## src/rtl/aes_spi_ctrl.sv

```systemverilog
// aes_spi_ctrl: SPI-style host front end for an AES core.
//   The host shifts in 256 bits ({plaintext, key}, MSB first) while ce is high.
//   A complete frame commits the block and pulses load to the core. The block
//   then waits for done, with a timeout. It captures the cyphertext and the
//   host reads it back on sdo, one bit per sck fall, during a second ce frame.
// Ports:
//   clk, nreset            system clock, asynchronous active-low reset
//   sck, sdi, ce           host SPI inputs (asynchronous to clk, synchronized here)
//   sdo                    serial readout, valid in READY/SHIFT_OUT, 0 otherwise
//   rdy                    cyphertext available for readout
//   err                    sticky WAIT timeout flag, cleared on next START
//   load                   one-cycle start pulse to the AES core
//   plaintext, key         committed block to encrypt
//   done, cyphertext       AES core completion level and result
module aes_spi_ctrl #(
  parameter int SYNC_STAGES = 2,
  parameter int WAIT_MAX    = 1023
) (
  input  logic         clk,
  input  logic         nreset,
  input  logic         sck,
  input  logic         sdi,
  input  logic         ce,
  output logic         sdo,
  output logic         rdy,
  output logic         err,
  output logic         load,
  output logic [127:0] plaintext,
  output logic [127:0] key,
  input  logic         done,
  input  logic [127:0] cyphertext
);

  localparam int         WCW       = $clog2(WAIT_MAX + 1);
  localparam logic [WCW-1:0] WAIT_LAST = WCW'(WAIT_MAX - 1);
  localparam logic [1:0] FILL_N    = 2'(SYNC_STAGES);
  localparam logic [8:0] FULL_CNT  = 9'd256;

  typedef enum logic [2:0] {
    S_IDLE, S_SHIFT_IN, S_START, S_WAIT, S_READY, S_SHIFT_OUT
  } state_t;

  state_t                 state_q, state_d;
  logic [SYNC_STAGES-1:0] sck_sync_q, sck_sync_d;
  logic [SYNC_STAGES-1:0] sdi_sync_q, sdi_sync_d;
  logic [SYNC_STAGES-1:0] ce_sync_q, ce_sync_d;
  logic                   sck_prev_q, sck_prev_d;
  logic                   ce_prev_q, ce_prev_d;
  logic [1:0]             fill_cnt_q, fill_cnt_d;
  logic                   ce_ok_q, ce_ok_d;
  logic [8:0]             bit_cnt_q, bit_cnt_d;
  logic [255:0]           shift_in_q, shift_in_d;
  logic [127:0]           pt_q, pt_d;
  logic [127:0]           key_q, key_d;
  logic [127:0]           out_q, out_d;
  logic [WCW-1:0]         wait_cnt_q, wait_cnt_d;
  logic                   err_q, err_d;

  logic sck_s, sdi_s, ce_s;
  logic sck_rise, sck_fall, ce_rise, ce_fall;

  always_comb begin
    sck_sync_d = {sck_sync_q[SYNC_STAGES-2:0], sck};
    sdi_sync_d = {sdi_sync_q[SYNC_STAGES-2:0], sdi};
    ce_sync_d  = {ce_sync_q[SYNC_STAGES-2:0], ce};
    sck_s      = sck_sync_q[SYNC_STAGES-1];
    sdi_s      = sdi_sync_q[SYNC_STAGES-1];
    ce_s       = ce_sync_q[SYNC_STAGES-1];
    sck_prev_d = sck_s;
    ce_prev_d  = ce_s;
    // The synchronizer comes out of reset holding zeros. Only once it has
    // filled with real samples can a low ce be trusted. Until ce is seen low,
    // a ce already high at reset release is not treated as a rise.
    fill_cnt_d = (fill_cnt_q == FILL_N) ? fill_cnt_q : fill_cnt_q + 2'd1;
    ce_ok_d    = ce_ok_q | ((fill_cnt_q == FILL_N) & ~ce_s);
    sck_rise   = sck_s & ~sck_prev_q;
    sck_fall   = ~sck_s & sck_prev_q;
    ce_rise    = ce_s & ~ce_prev_q & ce_ok_q;
    ce_fall    = ~ce_s & ce_prev_q;
  end

  always_comb begin
    state_d    = state_q;
    bit_cnt_d  = bit_cnt_q;
    shift_in_d = shift_in_q;
    pt_d       = pt_q;
    key_d      = key_q;
    out_d      = out_q;
    wait_cnt_d = wait_cnt_q;
    err_d      = err_q;
    case (state_q)
      S_IDLE: begin
        if (ce_rise) begin
          state_d   = S_SHIFT_IN;
          bit_cnt_d = 9'd0;
        end
      end
      S_SHIFT_IN: begin
        if (ce_fall) begin
          state_d = (bit_cnt_q == FULL_CNT) ? S_START : S_IDLE;
        end else if (sck_rise && bit_cnt_q != FULL_CNT) begin
          shift_in_d = {shift_in_q[254:0], sdi_s};
          bit_cnt_d  = bit_cnt_q + 9'd1;
        end
      end
      S_START: begin
        pt_d       = shift_in_q[255:128];
        key_d      = shift_in_q[127:0];
        err_d      = 1'b0;
        wait_cnt_d = '0;
        state_d    = S_WAIT;
      end
      S_WAIT: begin
        if (done) begin
          out_d   = cyphertext;
          state_d = S_READY;
        end else if (wait_cnt_q == WAIT_LAST) begin
          err_d   = 1'b1;
          state_d = S_IDLE;
        end else begin
          wait_cnt_d = wait_cnt_q + WCW'(1);
        end
      end
      S_READY: begin
        if (ce_rise) state_d = S_SHIFT_OUT;
      end
      S_SHIFT_OUT: begin
        if (ce_fall) begin
          state_d = S_IDLE;
        end else if (sck_fall) begin
          // Zeros shift in behind the data, so sdo reads 0 after 128 falls.
          out_d = {out_q[126:0], 1'b0};
        end
      end
      default: state_d = S_IDLE;
    endcase
  end

  always_ff @(posedge clk or negedge nreset) begin
    if (!nreset) begin
      state_q    <= S_IDLE;
      sck_sync_q <= '0;
      sdi_sync_q <= '0;
      ce_sync_q  <= '0;
      sck_prev_q <= 1'b0;
      ce_prev_q  <= 1'b0;
      fill_cnt_q <= 2'd0;
      ce_ok_q    <= 1'b0;
      bit_cnt_q  <= 9'd0;
      shift_in_q <= '0;
      pt_q       <= '0;
      key_q      <= '0;
      out_q      <= '0;
      wait_cnt_q <= '0;
      err_q      <= 1'b0;
    end else begin
      state_q    <= state_d;
      sck_sync_q <= sck_sync_d;
      sdi_sync_q <= sdi_sync_d;
      ce_sync_q  <= ce_sync_d;
      sck_prev_q <= sck_prev_d;
      ce_prev_q  <= ce_prev_d;
      fill_cnt_q <= fill_cnt_d;
      ce_ok_q    <= ce_ok_d;
      bit_cnt_q  <= bit_cnt_d;
      shift_in_q <= shift_in_d;
      pt_q       <= pt_d;
      key_q      <= key_d;
      out_q      <= out_d;
      wait_cnt_q <= wait_cnt_d;
      err_q      <= err_d;
    end
  end

  assign load      = (state_q == S_START);
  assign rdy       = (state_q == S_READY) || (state_q == S_SHIFT_OUT);
  assign sdo       = rdy ? out_q[127] : 1'b0;
  assign err       = err_q;
  assign plaintext = pt_q;
  assign key       = key_q;

endmodule

```

## config.mk

```make
export PLATFORM = sky130hd
export DESIGN_NAME = aes_spi_ctrl
export DESIGN_NICKNAME = d
export VERILOG_FILES = /design/src/rtl/aes_spi_ctrl.sv
export SDC_FILE = /design/constraint.sdc
export NUM_CORES = 1
export LEC_CHECK = 0
export CAP_MARGIN = 20
export CORE_UTILIZATION = 43
export CTS_CLUSTER_SIZE = 10
export DETAILED_ROUTE_END_ITERATION = 10
export PLACE_DENSITY = 0.71
export SETUP_SLACK_MARGIN = 0.05
export SYNTH_ARGS = -nofsm -noshare
export SYNTH_HDL_FRONTEND = slang
export SYNTH_SLANG_ARGS = --single-unit
```

## constraint.sdc

```tcl
create_clock -name clk -period 2.05 [get_ports clk]
set_input_delay 0.615 -clock clk [delete_from_list [all_inputs] [get_ports clk]]
set_output_delay 0.615 -clock clk [all_outputs]
set_load 0.01 [all_outputs]
```

==> flow_summary.json <==
{
  "outcome": "finished with violations",
  "violations": "setup timing",
  "syn-cell-area_um2": 27200,
  "syn2layout_area_growth_pct": 35.2,
  "ys_ff_latch": 674,
  "yosysSeqAreaShare_pct": 62.0,
  "grt_max_degree": 179,
  "gp_congestion": 0.809,
  "drive_above_1_share_pct": 18.5,
  "worst_hold_slack_ns": 0.346,
  "grt_pass1_wl_mm": 108,
  "synthArstFlopShare_pct": 100,
  "slew_violations": 0,
  "max_freq_mhz": 459,
  "synth_cells": 2750,
  "final_cell_mix": "nand2_1 (1,498), dfrtp_1 (672), mux2_2 (253), dlygate4sd2_1 (247), clkdlybuf4s50_1 (132)",
  "arrival_ns": 2.66,
  "dp_slack_ns": -0.341,
  "powerDensity_nw_per_um2": 755,
  "syn_avg_cell_area_um2": 9.89,
  "synth-edff-count": 0,
  "cts_tree": "done",
  "fin_area_um2": 36800,
  "path_max_fanout": 15,
  "path_class": "flop to flop",
  "final_common_cell": "nand2_1",
  "initial_core_util_pct": 43.8,
  "portBuffers": 393,
  "finClkSkew_ns": 0.0333,
  "slew-limit-headroom_pct": 40.6,
  "rows": 91,
  "die_h_um": 254,
  "yosysWarnings": 0,
  "start_kind": "flop",
  "fin_ws_ns": -0.128,
  "dieArea_um2": 64300,
  "drc": 0,
  "rsz0062_at_grt": "yes",
  "synthFlopType": "dfrtp_1",
  "worstSetupEndpointType": "flop",
  "synth_area_leaders": "dfrtp_1 (62%), nand2_1 (21%), mux2_2 (11%)",
  "cts.sinks": 674,
  "synth_top_family_by_area": "simple AND/OR/NAND/NOR gates",
  "die_w_um": 254,
  "wl_mm": 74.5,
  "ff2ff_path_depth": 9,
  "r2r-start": "state_q[1]",
  "post-dp-hpwl_mm": 41.6,
  "clk_latency_ns": 0.63,
  "synth.distinct_cells": 56,
  "antenna_found_initial": 1,
  "leakage_uw": 0.0207,
  "fin_util_pct": 59.2,
  "synthMuxAreaShare_pct": 10.6,
  "finalSetupViolCount": 183,
  "clock_path_buffers": 3,
  "crit_path_end": "out_q[21]",
  "synth_compound_area_share_pct": 1.21,
  "core_um2": 62200,
  "r2r-end": "out_q[21]",
  "synth_nets": 2889,
  "drt-initial-drc-count": 1217,
  "synth_top_area_share_pct": 62.0,
  "grt_pass1_vias": 19839,
  "cp.required_ns": 2.53,
  "placed_area_um2": 32600,
  "synth-simple-area-share_pct": 22.7,
  "htree_levels": 3,
  "dr.pass1.iters": 5,
  "root_buffer": "clkbuf_16",
  "nets": 3401,
  "boundaryPins": 394,
  "dp_cells": 3927,
  "r2r_slack_ns": -0.13,
  "grt_overflow_total": 0,
  "maxCapViolations": 0,
  "antenna_cells": 0,
  "yosys.area_share.adder_pct": 0.230,
  "finalHoldViolCount": 0,
  "drt-wirelength-per-cell_um": 18.1,
  "crit_start": "state_q[1]",
  "via_per_inst": 4.95,
  "hold_path_class": "flop to flop",
  "fillers": 5215,
  "fin_cells": 4115,
  "cts_buffers": 79,
  "synth_xor_area_share_pct": 0.0644,
  "clkSlewWorstSetupHoldPaths_ns": 0.06,
  "yosysTopAreaCell": "dfrtp_1",
  "fin_crit_ns": 2.18,
  "grtUsageTotal_pct": 21.2,
  "vias": 20353,
  "tightest_slew_ns": 0.891,
  "ant_nets": 0,
  "vdd.ir_drop.worst_uv": 668,
  "final.period_utilization_pct": 106
}
==> cells by family (layout without fill, tap and decap cells) <==
kind of cell / Yosys count / after routing
AO/OA/AOI/OAI: 46 / 46
AND/OR/NAND/NOR: 1609 / 1609
flip-flops: 674 / 674
XOR/XNOR: 2 / 2
buffers and inverters: 158 / 686
multiplexers: 256 / 256
adder cells (fa/ha/maj): 5 / 5
==> metrics by stage <==
stage                     TNS (ns)  power [µW]
after floorplan                  0       14100
after global placement      -37.61       14800
after detailed placement    -39.12       14900
after CTS                    -3.53       27800
after global routing        -20.92       28700
final                        -7.15       27800
==> how the worst min path moves through the flow <==
stage	from	cells past startpoint	slack, ns	end
after floorplan	nreset	0	0.32	bit_cnt_q[0]
after global placement	ce_sync_q[0]	0	0.33	ce_sync_q[1]
after detailed placement	ce_sync_q[0]	0	0.33	ce_sync_q[1]
after CTS	ce_sync_q[0]	0	0.35	ce_sync_q[1]
after global routing	sdi_sync_q[0]	0	0.35	sdi_sync_q[1]
final	ce_sync_q[0]	0	0.35	ce_sync_q[1]
==> final cells by class <==
| type | count | area (µm²) | area share (%) |
|---|---|---|---|
| Sequential cell | 674 | 16900 | 45.8 |
| Multi-Input combinational cell | 1918 | 9760 | 26.5 |
| Timing Repair Buffer | 577 | 6790 | 18.4 |
| Clock buffer | 86 | 2010 | 5.47 |
| Tap cell | 837 | 1050 | 2.85 |
| Clock inverter | 11 | 272 | 0.738 |
| Inverter | 12 | 52.6 | 0.143 |
==> state kept, by name, indices dropped and copies added, names as in the netlist, 3 cells and up <==
register	flops
shift_in_q	256
plaintext	128
wait_cnt_q	10
out_q	128
bit_cnt_q	9
key	128
state_q	3
==> Yosys cell counts (2+ instances only) <==
cell type / count
mux2_2: 254
nor2b_1: 4
or3_1: 2
a21o_1: 3
and3_1: 2
nand2_1: 1549
buf_4: 19
nand2b_1: 5
a211o_1: 4
inv_1: 11
and2_1: 2
dfrtp_1: 674
ha_1: 5
nor2_1: 10
buf_2: 42
mux2i_1: 2
o31ai_1: 2
nor3_1: 8
buf_6: 21
xnor2_1: 2
nand3_1: 10
a21oi_1: 9
o21ai_1: 2
nand3b_1: 2
buf_1: 5
clkbuf_1: 58
nand4_1: 4
o31ai_2: 2
o21ai_0: 10
==> where the power goes <==
group          switching (µW)  internal (µW)
clock network            5420           7390
logic                     771            742
registers                77.3          13400
==> layer usage <==
layer	up-vias	wire, µm	global-route usage [%]
li1	9666	-	-
met1	10075	32200	28.5
met2	471	36800	34.5
met3	139	3170	3.78
met4	2	2260	7.55
met5	-	11	0
==> timing repair <==
item                                    CTS  global route
gates cloned                             20            37
gates resized for setup                 357            91
hold buffers                              1             0
endpoints found under the setup margin  420           373
setup buffers                            24             9
hold endpoints to repair                 25             0
pin swaps                                 5            67
==> critical path, stage by stage, from the launching register on <==
cell and delay (ns):
dfrtp_1 0.41, buf_4 0.16, nand3b_1 0.19, buf_12 0.16, buf_8 0.13, buf_12 0.15
buf_12 0.13, buf_16 0.15, mux2_2 0.28, mux2_2 0.27
(Power assumes the default switching activity.)
